## config.mk

```make
export PLATFORM = sky130hd
export DESIGN_NAME = imem_loader
export DESIGN_NICKNAME = d
export VERILOG_FILES = /design/src/rtl/imem_loader.sv
export SDC_FILE = /design/constraint.sdc
export NUM_CORES = 1
export LEC_CHECK = 0
export ABC_CLOCK_PERIOD_IN_PS = 3350
export CORE_ASPECT_RATIO = 1.25
export CORE_UTILIZATION = 40
export CTS_BUF_LIST = sky130_fd_sc_hd__clkbuf_16
export DETAILED_ROUTE_END_ITERATION = 16
export SLEW_MARGIN = 10
export SYNTH_ARGS = -nofsm -noshare
export SYNTH_HDL_FRONTEND = slang
export SYNTH_SLANG_ARGS = --single-unit
```

## constraint.sdc

```tcl
create_clock -name clk -period 3.35 [get_ports clk]
set_input_delay 0.67 -clock clk [delete_from_list [all_inputs] [get_ports clk]]
set_output_delay 0.67 -clock clk [all_outputs]
set_load 0.02 [all_outputs]
```

## src/rtl/imem_loader.sv

```systemverilog
// imem_loader: streams bytes into 32-bit little-endian instruction words.
// Define IMEM_LOADER_CHECKSUM_EN to require a trailing XOR checksum word.
module imem_loader #(
    parameter int          DEPTH_WORDS = 256,
    parameter logic [31:0] BASE_ADDR   = 32'd0
) (
    input  logic        clk,
    input  logic        rst,
    input  logic        start,
    input  logic [15:0] len_words,
    input  logic [7:0]  byte_in,
    input  logic        byte_valid,
    output logic        byte_ready,
    output logic        we,
    output logic [31:0] waddr,
    output logic [31:0] wdata,
    output logic        busy,
    output logic        done,
    output logic        len_err,
    output logic        csum_ok
);

    localparam logic [2:0] S_IDLE  = 3'd0;
    localparam logic [2:0] S_RECV  = 3'd1;
    localparam logic [2:0] S_WRITE = 3'd2;
    localparam logic [2:0] S_DONE  = 3'd3;
    localparam logic [2:0] S_CSUM  = 3'd4;

    localparam logic [31:0] DEPTH = 32'(DEPTH_WORDS);

    logic [2:0]  state;
    logic [1:0]  byte_idx;
    logic [31:0] count;
    logic [31:0] len_eff;
    logic [31:0] len_in;
    logic        clamp;
    logic        last_word;
    logic        can_start;

`ifdef IMEM_LOADER_CHECKSUM_EN
    logic [31:0] csum_acc;
    logic [31:0] csum_rx;
    logic        csum_ok_r;
`endif

    assign len_in    = {16'd0, len_words};
    assign clamp     = len_in > DEPTH;
    assign last_word = (count + 32'd1) >= len_eff;
    assign can_start = start && (state == S_IDLE || state == S_DONE);

    assign byte_ready = (state == S_RECV) || (state == S_CSUM);
    assign we         = (state == S_WRITE);
    assign busy       = (state == S_RECV) || (state == S_WRITE);
    assign done       = (state == S_DONE);

`ifdef IMEM_LOADER_CHECKSUM_EN
    assign csum_ok = done && csum_ok_r;
`else
    assign csum_ok = done;
`endif

    // Load sequencer: byte assembly, word writes and address stepping
    always_ff @(posedge clk) begin
        if (rst) begin
            state    <= S_IDLE;
            byte_idx <= 2'd0;
            count    <= 32'd0;
            len_eff  <= 32'd0;
            waddr    <= BASE_ADDR;
            wdata    <= 32'd0;
            len_err  <= 1'b0;
`ifdef IMEM_LOADER_CHECKSUM_EN
            csum_acc  <= 32'd0;
            csum_rx   <= 32'd0;
            csum_ok_r <= 1'b0;
`endif
        end else if (can_start) begin
            len_eff  <= clamp ? DEPTH : len_in;
            len_err  <= clamp;
            byte_idx <= 2'd0;
            count    <= 32'd0;
            waddr    <= BASE_ADDR;
            wdata    <= 32'd0;
            state    <= (len_in == 32'd0) ? S_DONE : S_RECV;
`ifdef IMEM_LOADER_CHECKSUM_EN
            csum_acc  <= 32'd0;
            csum_rx   <= 32'd0;
            csum_ok_r <= (len_in == 32'd0);
`endif
        end else begin
            case (state)
                S_RECV: begin
                    if (byte_valid) begin
                        wdata[{byte_idx, 3'b000} +: 8] <= byte_in;
                        byte_idx <= byte_idx + 2'd1;
                        if (byte_idx == 2'd3) begin
                            state <= S_WRITE;
                        end
                    end
                end
                S_WRITE: begin
                    count <= count + 32'd1;
`ifdef IMEM_LOADER_CHECKSUM_EN
                    csum_acc <= csum_acc ^ wdata;
`endif
                    // hold waddr on the final word so it never runs past the array
                    if (last_word) begin
`ifdef IMEM_LOADER_CHECKSUM_EN
                        state <= S_CSUM;
`else
                        state <= S_DONE;
`endif
                    end else begin
                        waddr <= waddr + 32'd4;
                        state <= S_RECV;
                    end
                end
`ifdef IMEM_LOADER_CHECKSUM_EN
                S_CSUM: begin
                    if (byte_valid) begin
                        csum_rx[{byte_idx, 3'b000} +: 8] <= byte_in;
                        byte_idx <= byte_idx + 2'd1;
                        if (byte_idx == 2'd3) begin
                            csum_ok_r <= ({byte_in, csum_rx[23:0]} == csum_acc);
                            state     <= S_DONE;
                        end
                    end
                end
`endif
                S_IDLE, S_DONE: begin
                    state <= state;
                end
                default: begin
                    state <= S_IDLE;
                end
            endcase
        end
    end

endmodule

```

==> out/metrics.cfg <==
[floorplan]
die_area_um2 = 15860
core_area_um2 = 15010
num_rows = 50
die_h_um = 140.5
initial_core_util = 0.4091
die_x_um = 112.8
io_pins = 98

[detailed_routing]
viasPerCell = 5.446
postRouteWirelength_um = 16820
drtAntennaViolNets = 0
drtIter0Drc = 255
dr.pass1.iters = 5
avgRoutedWirePerCell_um = 16.08
vias = 5696
drc = 0

[grt]
overflow = 0
track_usage = 0.2127
grt_pass1_wl_um = 26700
grt_max_degree = 50
antenna_found_initial = 0
grt_pass1_vias = 5480

[logic_synthesis]
seq_area_frac_synth = 0.3748
synth_area_per_cell_um2 = 8.289
synthesis.area_um2 = 6142
synth_area_leaders = dfxtp_1 37%, nor2_1 6.5%, ha_1 5.5%
synthFlopType = dfxtp_1
postSynth.asyncResetShare = 0
ys_types = 58
synth_edf_count = 0
yosysWarnings = 0
synth.top_cell.area_share = 0.3748
ys_top_cells_by_count = 115 x dfxtp_1, 106 x nor2_1, 74 x nand2_1
syn_inst = 741
synth_largest_area_cell = dfxtp_1
yosysMostFrequentCell = dfxtp_1
ys_ff_latch = 115

[clocking]
clock_sinks = 115
numCtsBuffers = 17
cts_buffer_depth = 2
cts_tree = built
htree_levels = 4
cts_hold_buf = 0
path_clk_slew_ns = 0.06
clk_latency_ns = 0.43
root_buffer = clkbuf_16

[timing]
fmax_mhz = 310.0
fin_crit_ns = 3.226
maxSlewViolCount = 0
fin_crit_sh = 0.9629
max-slew-margin-rel = 0.5850
hold_viol_final = 0
fin_worst_hold_slack_ns = 0.4385
fin_skew_ns = 0.008401
finalSetupViolCount = 0
tightest_slew_ns = 0.6173

[setup_path]
cp_slowest_cell = or4_4
crit_path_frequent_cell = nand4_1
r2r_start = count[9]
path_cells = nand4_1 > or4_4 > xnor2_1 > ha_1 > nand4_1 > nor2_2 > o311ai_2 > nand4b_1 > nor4b_4 > buf_6 > clkbuf_16 > nand4_1 > mux2i_1
required_ns = 3.67
reg2reg_depth = 13
end_kind = flop
cp-start-kind = flop
timing.reg2reg.setup_slack_ns = 0.12
slowest_delay_ns = 0.62
cp-startpoint = count[9]
critical_path_arrival_ns = 3.54
r2r-end = waddr[12]
critPathKind = flop to flop
cp_max_fo = 5

[final_layout]
drive_gt1_frac = 0.1273
nets = 906
area_delta_synth_final_pct = 34.26
n_antenna_cell = 0
final_area_um2 = 8247

[worst_hold_path]
hold_end = len_eff[15]
hold_start = len_eff[15]
hold_class = flop to flop
min_path_cells = 2

[run]
drv_cap = 0

[power]
pwr-share-clk = 0.451
p_per_area_nw_per_um2 = 502.3
total_leakage_power_nw = 3.229
sw_frac_of_total = 0.2983
pwr-share-comb = 0.203
seqPwrFrac = 0.346
intPower_w = 0.002907
ir_drop_uv = 289.3
switchingPower_w = 0.001236

[placed_design]
place.gp.congestion = 0.8586
place_area_um2 = 7400
io_buffers = 95
hpwl_um = 11540

[run_status]
run_status = complete, no violations

critical path: cells and delay by family (launching register included):
kind,cells,cell delay (ns)
flip-flops,1,0.33
AND/OR/NAND/NOR,7,1.74
adder cells (fa/ha/maj),1,0.34
XOR/XNOR,1,0.15
AO/OA/AOI/OAI,1,0.06
multiplexers,1,0.16
buffers and inverters,2,0.33
cell type report:
type,instances,area [µm²]
fillers,1382,6768
multi-input cells,547,3598
flip-flops and latches,115,2322
repair buffers,142,1388
clock buffers,17,425.4
well taps,182,227.7
clock inverters,15,180.2
inverters,28,105.1
registers in the layout (all words and copies together) (netlist names):
register	cells
wdata	32
len_err	1
len_eff	16
waddr	30
byte_idx	2
count	32
state	2
metrics by stage:
step	power [W]	TNS, ns	setup slack (ns)	util	std cells
finish	0.004142	0	0.1243	0.5493	1046
global route	0.004311	-0.09310	-0.04050	0.5493	1046
CTS	0.004132	0	0.05728	0.5332	1034
detailed placement	0.002257	0	0.07027	0.4928	1002
global placement	0.002235	0	0.1362	0.4928	1002
floorplan	0.001965	0	0.007854	-	742
cell families (layout without fill, tap and decap cells):
group	after synthesis	after routing	synth area share
buffers and inverters	80	202	0.05602
muxes	25	25	0.04074
and+or+nand+nor	351	351	0.2897
other	1	2	0.0006105
AOI/OAI and AO/OA	89	89	0.1076
DFF	115	115	0.3748
xor gates and xnor gates	53	53	0.07558
adders and majority gates	27	27	0.05500
power groups by stage:
stage	Clock [W]	Sequential [W]	Combinational, W
floorplan	0	0.00147	0.000493
global placement	0	0.00146	0.000777
detailed placement	0	0.00146	0.000798
CTS	0.00190	0.00143	0.000800
global route	0.00196	0.00144	0.000917
finish	0.00187	0.00143	0.000841
placed cells by master (no fill, tap or decap), types with 5 or more instances in the layout:
master and instances:
nand3_1 38, nand4_1 33, and2_1 10, a22oi_1 32
a41o_1 5, buf_4 39, xor2_1 28, clkbuf_16 19
a21oi_1 9, or3_1 21, nor4_1 8, dfxtp_2 7
ha_1 26, clkdlybuf4s50_1 95, and3_1 18, nor2_1 102
xnor2_1 24, dfxtp_1 105, nor3_1 11, mux2i_1 25
and4_1 9, nand2_1 74, a31oi_1 5, o21ai_0 11
inv_1 28
worst max path at each step:
stage,slack (ns),depth (start not counted),end
6_report,0.12,13,waddr[12]
4_1_cts,0.06,14,waddr[4]
3_3_place_gp,0.14,10,state[1]
3_5_place_dp,0.07,14,waddr[4]
5_1_grt,-0.04,15,waddr[12]
2_1_floorplan,0.008,14,waddr[8]
per-layer routing:
layer  up-vias  wire length (µm)  track usage
met1      2701              6979       0.2371
met3        26               826      0.05452
met2       134              8663       0.3814
met4         0               346      0.08772
met5         -                 0            0
li1       2835                 -            -
timing repair:
item | in CTS | in global routing
endpoints found under the setup margin | 0 | 31
resized for setup | 0 | 31
setup buffers | 0 | 8
Power figures use the tool's default switching activity.
